`config.mk`:
```
export PLATFORM = sky130hd
export DESIGN_NAME = video_pattern_gen
export DESIGN_NICKNAME = d
export VERILOG_FILES = /design/src/rtl/video_pattern_gen.sv
export SDC_FILE = /design/constraint.sdc
export NUM_CORES = 1
export LEC_CHECK = 0
export CAP_MARGIN = 20
export CORE_MARGIN = 4
export CORE_UTILIZATION = 40
export DETAILED_ROUTE_END_ITERATION = 10
export GPL_TIMING_DRIVEN = 0
export PLACE_DENSITY_LB_ADDON = 0.05
export SYNTH_ARGS = -nofsm -noshare
export SYNTH_HDL_FRONTEND = slang
export SYNTH_SLANG_ARGS = --single-unit
```
`constraint.sdc`:
```
create_clock -name clk -period 5.75 [get_ports clk]
set_input_delay 1.15 -clock clk [delete_from_list [all_inputs] [get_ports clk]]
set_output_delay 1.15 -clock clk [all_outputs]
set_load 0.03 [all_outputs]
```
`src/rtl/video_pattern_gen.sv`:
```
// Parallel camera-style video source: H/V timing counters with registered decode,
// four selectable test patterns, frame gating on en, frame counter and SOF strobe.
module video_pattern_gen #(
   parameter int DATA_W        = 12,
   parameter int H_ACTIVE      = 480,
   parameter int H_TOTAL       = 800,
   parameter int V_ACTIVE      = 800,
   parameter int V_TOTAL       = 830,
   parameter int H_FRONT_PORCH = 40,
   parameter int H_SYNCH       = 44,
   parameter int V_FRONT_PORCH = 5,
   parameter int V_SYNCH       = 5,
   parameter int CHK_LOG2      = 4,
   parameter logic [DATA_W-1:0] SOLID_VAL = DATA_W'(12'h800)
) (
   input  logic              clk,
   input  logic              rstn,
   input  logic              en,
   input  logic [1:0]        mode,
   output logic              fv,
   output logic              lv,
   output logic [DATA_W-1:0] data,
   output logic              hsync,
   output logic              vsync,
   output logic              sof,
   output logic [15:0]       frame_cnt
);
   localparam int HW       = (H_TOTAL > 1) ? $clog2(H_TOTAL) : 1;
   localparam int VW       = (V_TOTAL > 1) ? $clog2(V_TOTAL) : 1;
   localparam int BW       = H_ACTIVE / 8;
   localparam int BWW      = (BW > 1) ? $clog2(BW) : 1;
   localparam int HS_START = H_ACTIVE + H_FRONT_PORCH;
   localparam int HS_END   = HS_START + H_SYNCH;
   localparam int VS_START = V_ACTIVE + V_FRONT_PORCH;
   localparam int VS_END   = VS_START + V_SYNCH;
   localparam logic [HW-1:0]  H_LAST  = HW'(H_TOTAL - 1);
   localparam logic [VW-1:0]  V_LAST  = VW'(V_TOTAL - 1);
   localparam logic [BWW-1:0] BW_LAST = BWW'(BW - 1);

   typedef enum logic {S_IDLE, S_RUN} state_t;

   state_t            state_q, state_d;
   logic [HW-1:0]     h_q, h_d;
   logic [VW-1:0]     v_q, v_d;
   logic [1:0]        mode_q, mode_d;
   logic [15:0]       fcnt_q, fcnt_d;
   logic [BWW-1:0]    bw_q, bw_d;
   logic [2:0]        b_q, b_d;
   logic              fv_q, fv_d, lv_q, lv_d, hs_q, hs_d, vs_q, vs_d, sof_q, sof_d;
   logic [DATA_W-1:0] data_q, data_d;
   logic [31:0]       hx, vx;
   logic              run, line_end, frame_end;

   always_comb begin
      hx        = 32'(h_q);
      vx        = 32'(v_q);
      run       = (state_q == S_RUN);
      line_end  = (h_q == H_LAST);
      frame_end = line_end && (v_q == V_LAST);

      // Output decode of the current counter position, registered below.
      fv_d  = run && (vx < V_ACTIVE);
      lv_d  = fv_d && (hx < H_ACTIVE);
      hs_d  = run && (hx >= HS_START) && (hx < HS_END);
      vs_d  = run && (vx >= VS_START) && (vx < VS_END);
      sof_d = run && (h_q == '0) && (v_q == '0);
      data_d = '0;
      if (lv_d) begin
         unique case (mode_q)
            2'd0: data_d = {3'(3'd7 - b_q), {(DATA_W-3){1'b0}}};
            2'd1: data_d = DATA_W'(hx + 32'(fcnt_q));
            2'd2: data_d = (hx[CHK_LOG2] ^ vx[CHK_LOG2]) ? {DATA_W{1'b1}} : '0;
            default: data_d = SOLID_VAL;
         endcase
      end

      state_d = state_q;
      h_d     = h_q;
      v_d     = v_q;
      mode_d  = mode_q;
      fcnt_d  = fcnt_q;
      bw_d    = bw_q;
      b_d     = b_q;
      unique case (state_q)
         S_IDLE: begin
            h_d  = '0;
            v_d  = '0;
            bw_d = '0;
            b_d  = '0;
            if (en) begin
               state_d = S_RUN;
               mode_d  = mode;
            end
         end
         default: begin
            if (line_end) begin
               h_d  = '0;
               bw_d = '0;
               b_d  = '0;
               if (frame_end) begin
                  v_d    = '0;
                  fcnt_d = fcnt_q + 16'd1;
                  if (en) mode_d  = mode;
                  else    state_d = S_IDLE;
               end else begin
                  v_d = v_q + 1'b1;
               end
            end else begin
               h_d = h_q + 1'b1;
               // Bar index steps every BW pixels; wraps harmlessly past the active region.
               if (bw_q == BW_LAST) begin
                  bw_d = '0;
                  b_d  = b_q + 3'd1;
               end else begin
                  bw_d = bw_q + 1'b1;
               end
            end
         end
      endcase
   end

   always_ff @(posedge clk or negedge rstn) begin
      if (!rstn) begin
         state_q <= S_IDLE;
         h_q     <= '0;
         v_q     <= '0;
         mode_q  <= '0;
         fcnt_q  <= '0;
         bw_q    <= '0;
         b_q     <= '0;
         fv_q    <= 1'b0;
         lv_q    <= 1'b0;
         hs_q    <= 1'b0;
         vs_q    <= 1'b0;
         sof_q   <= 1'b0;
         data_q  <= '0;
      end else begin
         state_q <= state_d;
         h_q     <= h_d;
         v_q     <= v_d;
         mode_q  <= mode_d;
         fcnt_q  <= fcnt_d;
         bw_q    <= bw_d;
         b_q     <= b_d;
         fv_q    <= fv_d;
         lv_q    <= lv_d;
         hs_q    <= hs_d;
         vs_q    <= vs_d;
         sof_q   <= sof_d;
         data_q  <= data_d;
      end
   end

   assign fv        = fv_q;
   assign lv        = lv_q;
   assign data      = data_q;
   assign hsync     = hs_q;
   assign vsync     = vs_q;
   assign sof       = sof_q;
   assign frame_cnt = fcnt_q;
endmodule

```
==> results of run 1 <==
==> per-stage QoR <==
step                area (µm²)  hold slack [ps]  setup WS (ps)  cells
floorplan                 3510              433           3420    344
global placement          4010              446           1300    486
detailed placement        4010              457           3320    486
CTS                       4210              467           2940    502
global route              4210              496           2880    502
finish                    4210              467           2970    502
==> placed cells by master (no fill, tap or decap), drive strengths merged, types with 11 or more instances in the layout <==
master         count
dfrtp             65
clkdlybuf4s50     37
nor2              32
nand2             25
nand3             24
xnor2             23
ha                19
xor2              18
clkbuf            18
a21oi             17
nand4             14
inv               11
==> registers in the layout (all words and copies together), names as in the netlist <==
register	cells
vsync	1
run	1
fv	1
v_q	10
data	12
bw_q	6
h_q	10
lv	1
mode_q	2
hsync	1
b_q	3
frame_cnt	16
sof	1
==> path summary, 6_finish.rpt <==
kind	from	to	slack (ps)	cells after the start
max	frame_cnt[1]	frame_cnt[1]	2970	1
min	bw_q[0]	bw_q[0]	470	1
max reg2reg	frame_cnt[0]	data[8]	3300	8
min reg2reg	bw_q[0]	bw_q[0]	470	1
max in group asynchronous	rstn	h_q[1]	4310	1
min in group asynchronous	rstn	data[5]	890	1
==> synthesized netlist by cell type, drive strengths merged (4+ instances only) <==
library cell / instances
and4: 5
and3: 8
dfrtp: 65
inv: 11
nor2: 32
nor2b: 4
nor3: 5
a21o: 4
a21oi: 17
buf: 5
a211oi: 5
nand2: 25
xor2: 18
xnor2: 23
or3: 4
clkbuf: 7
a31oi: 4
o21ai: 8
nand4: 14
nand3: 24
ha: 19
==> where the power goes <==
group	switching [mW]	leakage, nW	internal, mW	total [mW]
clock	0.182	0.0953	0.211	0.393
combinational	0.00881	0.909	0.00229	0.0111
sequential	0	0.848	0.457	0.457
==> cell families after synthesis <==
kind of cell,count (synthesis),share of synthesized area (%)
compound gates,55,10.6
fa+ha+maj,20,7.34
buf+inv,24,3.49
mux,4,1.25
flops,65,46.3
simple gates,135,20.7
xor+xnor,41,10.2
==> final cells by class <==
class / count / area, µm²
plain buffers: 13 / 81.3
clock buffers: 11 / 141
clock inverters: 5 / 55.1
fillers: 812 / 4180
inverters: 11 / 41.3
multi-input cells: 255 / 1760
flip-flops and latches: 65 / 1630
well taps: 105 / 131
repair buffers: 37 / 368
==> per-layer routing <==
layer / vias to the layer above / track usage, % / part of all wire, % / routed length, µm
li1: 1321 / - / - / -
met1: 1299 / 23.8 / 49 / 3820
met2: 42 / 25.5 / 46 / 3520
met3: 11 / 3.10 / 3.7 / 286
met4: 0 / 5.52 / 1.3 / 98
met5: - / 0 / 0 / 0
==> impl_summary.md, run 1 <==
Clock network
The CTS sink count is 65. TritonCTS created 9 clock buffers. The CTS tree is built. Clock tree synthesis selected as its root buffer the cell clkbuf_8. The deepest clock path buffer count is 2.

For this design, the CTS-stage hold fixing added 0 buffers. The clock insertion delay at the later pin of the skew report is 340 ps. In this run, post-CTS repair resized a total of 0 instances. After clock tree synthesis, the clock-pin slew on the worst setup and hold paths is 80 ps.

The H-tree was split into 3 levels. The buffers inserted during post-CTS setup optimization is 0.

Critical path
The count of buffering cells on the critical path with inverters included is 1. The setup path with the least slack is of type reg2out. The worst setup path is launched from a register.

The critical path capture point type is an output pin. Traced cell by cell, the critical path runs through clkdlybuf4s50_1. STA puts the critical path data required time at 4600 ps.

The arrival time at the worst endpoint is 1630 ps. The highest cell delay on the worst timing path is about 740 ps. Among all stages on the critical path, the largest delay is contributed by clkdlybuf4s50_1. The kind of cell with the highest combined delay on the critical path is buffers and inverters.

In this run the worst path has a maximum fanout of 10.

Drt
The number of search-and-repair iterations in the first detailed-routing pass is 4. In the final routed layout, each cell accounts on average for 15.4 µm. In this run the remaining antenna-violating nets after routing total 0. The routed design has ~7700 µm of wire. The post-route DRC violation count is 0. In this run, the number of DRC markers left after iteration 0 of detailed routing was 78. The detail-routed via count per cell is 5.32. The total vias in the final route is around 2.7k.

GRT
The number of antenna violations at the first check in global routing is 0. Summed over all layers, the global routing overflow is 0. The number of global-route vias before repair is 2697. The first global-routing pass estimated around 13000 µm of wire. The total global-route track usage is 16.6%. Entering global routing, the biggest net connects 66 pins.

Synth
After synthesis, the largest area contributor takes up 46.3% of total cell area. The synthesized design spends more area on one cell type than any other, namely dfrtp_1. The register bit total from synthesis is 65. Synthesis instantiated 53 different standard cells from the library. After synthesis, flip-flops and latches occupy 46.3% of the total area. The average instance in the mapped netlist occupies approximately 10 µm². The share of async-settable or async-resettable flops after synthesis is 100%. The number of nets produced by synthesis is about 370. The gate count after technology mapping is 344. By area the synthesized netlist is led by dfrtp_1 46%, ha_1 6.8%, xnor2_1 5.7%, xor2_1 4.5%, nor2_1 3.4%.

The number of enable flip-flop cells after synthesis is 0. The most used flip-flop cell after synthesis is dfrtp_1. The number of warnings reported in the yosys synthesis log is 0.

The summed instance area of the synthesized netlist is 0.00351 mm².

Finish
The end-of-flow core utilization is 50.2%. The fraction of layout cells with a size suffix above 1 is 9.57%. The count of inserted antenna diode cells is 0. Compared with the post-synthesis result, the final layout area differs by 19.8%.

In the final design database the tool counted approximately 420 nets.

STA
The slew of the pin with the lowest slew margin is 816 ps. The total setup violations reported at the end of the flow is 0. The relative slew slack is about 46%. Derived from the worst setup path, the maximum achievable clock frequency is between 300 and 400 MHz. For the final routed database, the setup TNS stands at 0 ps. The count of pins over their slew limit was 0. The final number of hold-violating endpoints is 0. Setup repair after global routing left no endpoint under its margin. The largest clock skew in the final design is 9.74 ps. The ratio of final minimum period to clock period is 48.4%. The post-route minimum period is 2780 ps.

Floorplan
The die is 102 µm tall. The die covers 0.0103 mm². The die is 102 µm wide. The starting density of the core is 41.9%. Row generation in the floorplan step produced 33 rows. The core region is 0.00838 mm².

38 I/O pins were placed.

Min path
The path class of the tightest hold or removal check is reg2reg.

Outcome
The run finished with clean final reports.

Placement
The congestion estimate from routability-driven global placement came to 0.825. The wire-length estimate of the detail-placed layout is about 5600 µm. Buffers placed on the I/O ports in this run total 37.

Pwr
Across the VDD grid, the largest voltage drop is 0.101 mV. The design draws 0.861 mW. The analysis attributes to cell leakage a power of 1.85 nW.

Power spread over the standard cell area amounts to slightly above 200 mW/mm².

Flow run
Max-cap violations in this run came to 0.
No activity file was read; power rests on OpenSTA's default activity.
==> run 2, diff against run 1 <==
==> constraint.sdc (replaced) <==
create_clock -name clk -period 2.7 [get_ports clk]
set_input_delay 0.54 -clock clk [delete_from_list [all_inputs] [get_ports clk]]
set_output_delay 0.54 -clock clk [all_outputs]
set_load 0.03 [all_outputs]
==> results of run 2 <==
Same layout as run 1 (identical final DEF). Status: completed.
Among the figures that moved: setup slack after placement 3320 ps -> 266 ps; setup slack after layout 2970 ps -> 247 ps; hold slack 467 ps -> 276 ps; start point of the critical path frame_cnt[1] -> frame_cnt[0]; end point of the critical path frame_cnt[1] -> data[8]; register-to-register setup slack 3300 ps -> 250 ps; total power 0.861 mW -> 1.83 mW; worst IR drop on VDD 0.101 mV -> 0.214 mV
==> run 3, diff against run 2 <==
--- a/config.mk
+++ b/config.mk
@@ -11,6 +11,7 @@
 export DETAILED_ROUTE_END_ITERATION = 10
 export GPL_TIMING_DRIVEN = 0
 export PLACE_DENSITY_LB_ADDON = 0.05
+export REMOVE_ABC_BUFFERS = 1
 export SYNTH_ARGS = -nofsm -noshare
 export SYNTH_HDL_FRONTEND = slang
 export SYNTH_SLANG_ARGS = --single-unit
==> impl_summary.md, run 3 (same netlist as run 1, synthesis figures left out) <==
Clock network
The cell at the root of the clock tree is clkbuf_8. The CTS tree is built. The post-CTS clock slew at the launch and capture registers of the worst setup and hold paths is 80 ps (about the same).

The hold-fix buffer count after cts came to 0 (unchanged). The buffers inserted during post-CTS setup optimization is 0 (unchanged). The clock insertion delay at the later pin of the skew report was 340 ps (about the same). The CTS H-tree depth is 3 (unchanged). The CTS sink count is 65 (unchanged). The total CTS buffers is 9 (unchanged). The deepest clock path buffer count came to 2 (unchanged).

Drt
The post-route DRC violation count is 0 (unchanged). The total vias in the final route came to 2607 (-2.5%). The number of search-and-repair iterations in the first detailed-routing pass is 4 (unchanged). The DRC marker count from the first detailed-route iteration is 121 (+55%).

The detail-routed via count per cell is 5.33 (+0.12%). The final routed wire length divided by cell count came to 15.8 µm (+2.9%). The detailed-route wire length came to 7750 µm (+0.27%). The number of nets with antenna violations after detailed routing is 0 (unchanged).

Flow run
The number of violations of the max-capacitance limit is 0 (unchanged).

GRT
The final global-route overflow total came to 0 (unchanged). The total global-route track usage is 16.5% (-0.11 points). The number of antenna violations at the first check in global routing is 0 (unchanged). The first-pass GRT wire length is 13300 µm (-0.82%).

The number of global-route vias before repair came to 2585 (-4.2%). The pin count of the biggest net entering global routing came to 66 (unchanged).

STA
Setup repair after global routing left no endpoint under its margin. The slew of the pin with the lowest slew margin is 824 ps (+8.27 ps). The relative slew slack is 45.1% (-0.55 points). The post-route minimum period is 2580 ps. Dividing the final minimum period by the clock period gives between 90% and 100%. The total negative slack is 0 ps (unchanged).

The minimum hold slack is roughly 270 ps. The total setup violations reported at the end of the flow is 0 (unchanged). The largest clock skew in the final design is 12.1 ps (+2.38 ps). The fmax is 388 MHz. The final number of hold-violating endpoints is 0 (unchanged). The count of pins over their slew limit was 0 (unchanged).

Critical path
In this run the critical register-to-register path is launched from frame_cnt[0]. The internal reg-to-reg setup slack is 120 ps. The endpoint of the lowest-slack register-to-register path is data[8]. The critical path capture point type is a register. The worst-case reg-to-reg path depth is 8 (unchanged). By startpoint and endpoint, the worst setup path is classified as reg2reg.

The arrival time at the worst endpoint is 2800 ps. The kind of start point of the critical path is a register. The worst endpoint required time is 2920 ps. The peak fanout along the critical path is 9.

Pwr
The clock group share of total power came to 47.9% (+2.3 points). The internal power consumption is 1.50 mW. The net switching component of the power is 0.411 mW. The leakage power figure is 1.83 nW (-1.5%). The sequential fraction of design power is 50.8% (-2.3 points). The total power density per cell area is 460 mW/mm². The peak supply drop is about 0.27 mV. Net switching is between 20% and 30% of the power. The share of total power in combinational logic was 1.2% (about the same).

Finish
The filler cell count is 791 (-2.6%). The number of flip-flops in the largest register was 16 (unchanged). The area added between synthesis and finish is 18.5%. The layout net count came to 404 (-3.1%). The end-of-flow core utilization was 49.6% (-0.55 points).

The fraction of layout cells with a size suffix above 1 is 8.33% (-1.2 points). The library cells used most frequently in the layout, excluding fill and tap cells, are 65 x dfrtp_1, 36 x clkdlybuf4s50_1, 32 x nor2_1. The commonest non-fill, non-tap cell in the layout is dfrtp_1. The count of inserted antenna diode cells was 0 (unchanged).

Min path
The class of the tightest hold or removal check is in2async.

Placement
The detailed placement HPWL is 5500 µm (-1.6%). The routability congestion estimate from global placement is 0.822 (-0.45%). The count of input and output buffers is 37 (unchanged).

Floorplan
The I/O pin count is 38 (unchanged). The total die area was 0.0103 mm² (unchanged). The die width came to 102 µm (unchanged).

The area inside the core boundary was 0.00838 mm² (unchanged). The floorplan row count is 33 (unchanged). The starting density of the core came to 41.9% (unchanged). The height of the die is 102 µm (unchanged).

Outcome
The flow ran to the end, and the final reports show no timing, DRC or antenna violations.
## run 3: cell count changes in the layout (fill, tap and decap cells not counted), moves of 2 or more
cell,previous run,this run
clkbuf_1,7,1
clkinvlp_4,2,0
clkbuf_8,11,9
clkinv_4,0,2
buf_2,3,0
## run 3: timing repair
item,4_1_cts,5_1_grt
gates resized for setup,1,2
pin swaps,0,0
endpoints found under the setup margin,2,3
## run 3: area by class of cell
class | instances | area (µm²) | share of cell area, %
clock inverters | 6 | 91.3 | 2.20
multi-input cells | 255 | 1770 | 42.6
well taps | 105 | 131 | 3.16
clock buffers | 10 | 128 | 3.07
inverters | 11 | 41.3 | 0.993
repair buffers | 37 | 368 | 8.84
flip-flops and latches | 65 | 1630 | 39.1
## run 3: through the flow
step,worst slack [ps],instances,power (mW),cell area (µm²)
4_1_cts,163,489,1.94,4150
2_1_floorplan,286,331,0.992,3430
6_report,120,489,1.91,4160
3_3_place_gp,-1120,473,1.02,3930
3_5_place_dp,-103,473,1.02,3930
5_1_grt,2.57,489,1.99,4160
## run 3: worst max path at each step
stage	start	end	slack (ps)	cells after the start
after floorplan	h_q[1]	mode_q[0]	290	6
after global placement	rstn	v_q[9]	-1120	1
after detailed placement	h_q[1]	mode_q[1]	-100	6
after CTS	h_q[6]	data[11]	160	6
after global routing	frame_cnt[0]	data[8]	3	8
final	frame_cnt[0]	data[8]	120	8
## run 3: routing by layer
layer / vias up / wire, µm / GRT usage (%)
met1: 1244 / 3840 / 24.4
li1: 1291 / - / -
met4: 0 / 89 / 6.65
met2: 64 / 3470 / 24.0
met3: 8 / 339 / 2.89
met5: - / 0 / 0
## run 3: power groups by stage
stage / sequential, mW / clock (mW) / combinational, mW
2_1_floorplan: 0.992 / 0 / 0.000263
3_3_place_gp: 0.992 / 0 / 0.0260
3_5_place_dp: 0.992 / 0 / 0.0255
4_1_cts: 0.973 / 0.946 / 0.0256
5_1_grt: 0.973 / 0.992 / 0.0286
6_report: 0.973 / 0.917 / 0.0236
## run 3: critical path, stage by stage (launching register included)
cell and delay (ps):
dfrtp_1 510, ha_1 300, fa_1 440, a211oi_1 340, o21bai_1 170, a21oi_1 250
o2bb2ai_1 200, or4_4 170, o211ai_2 80
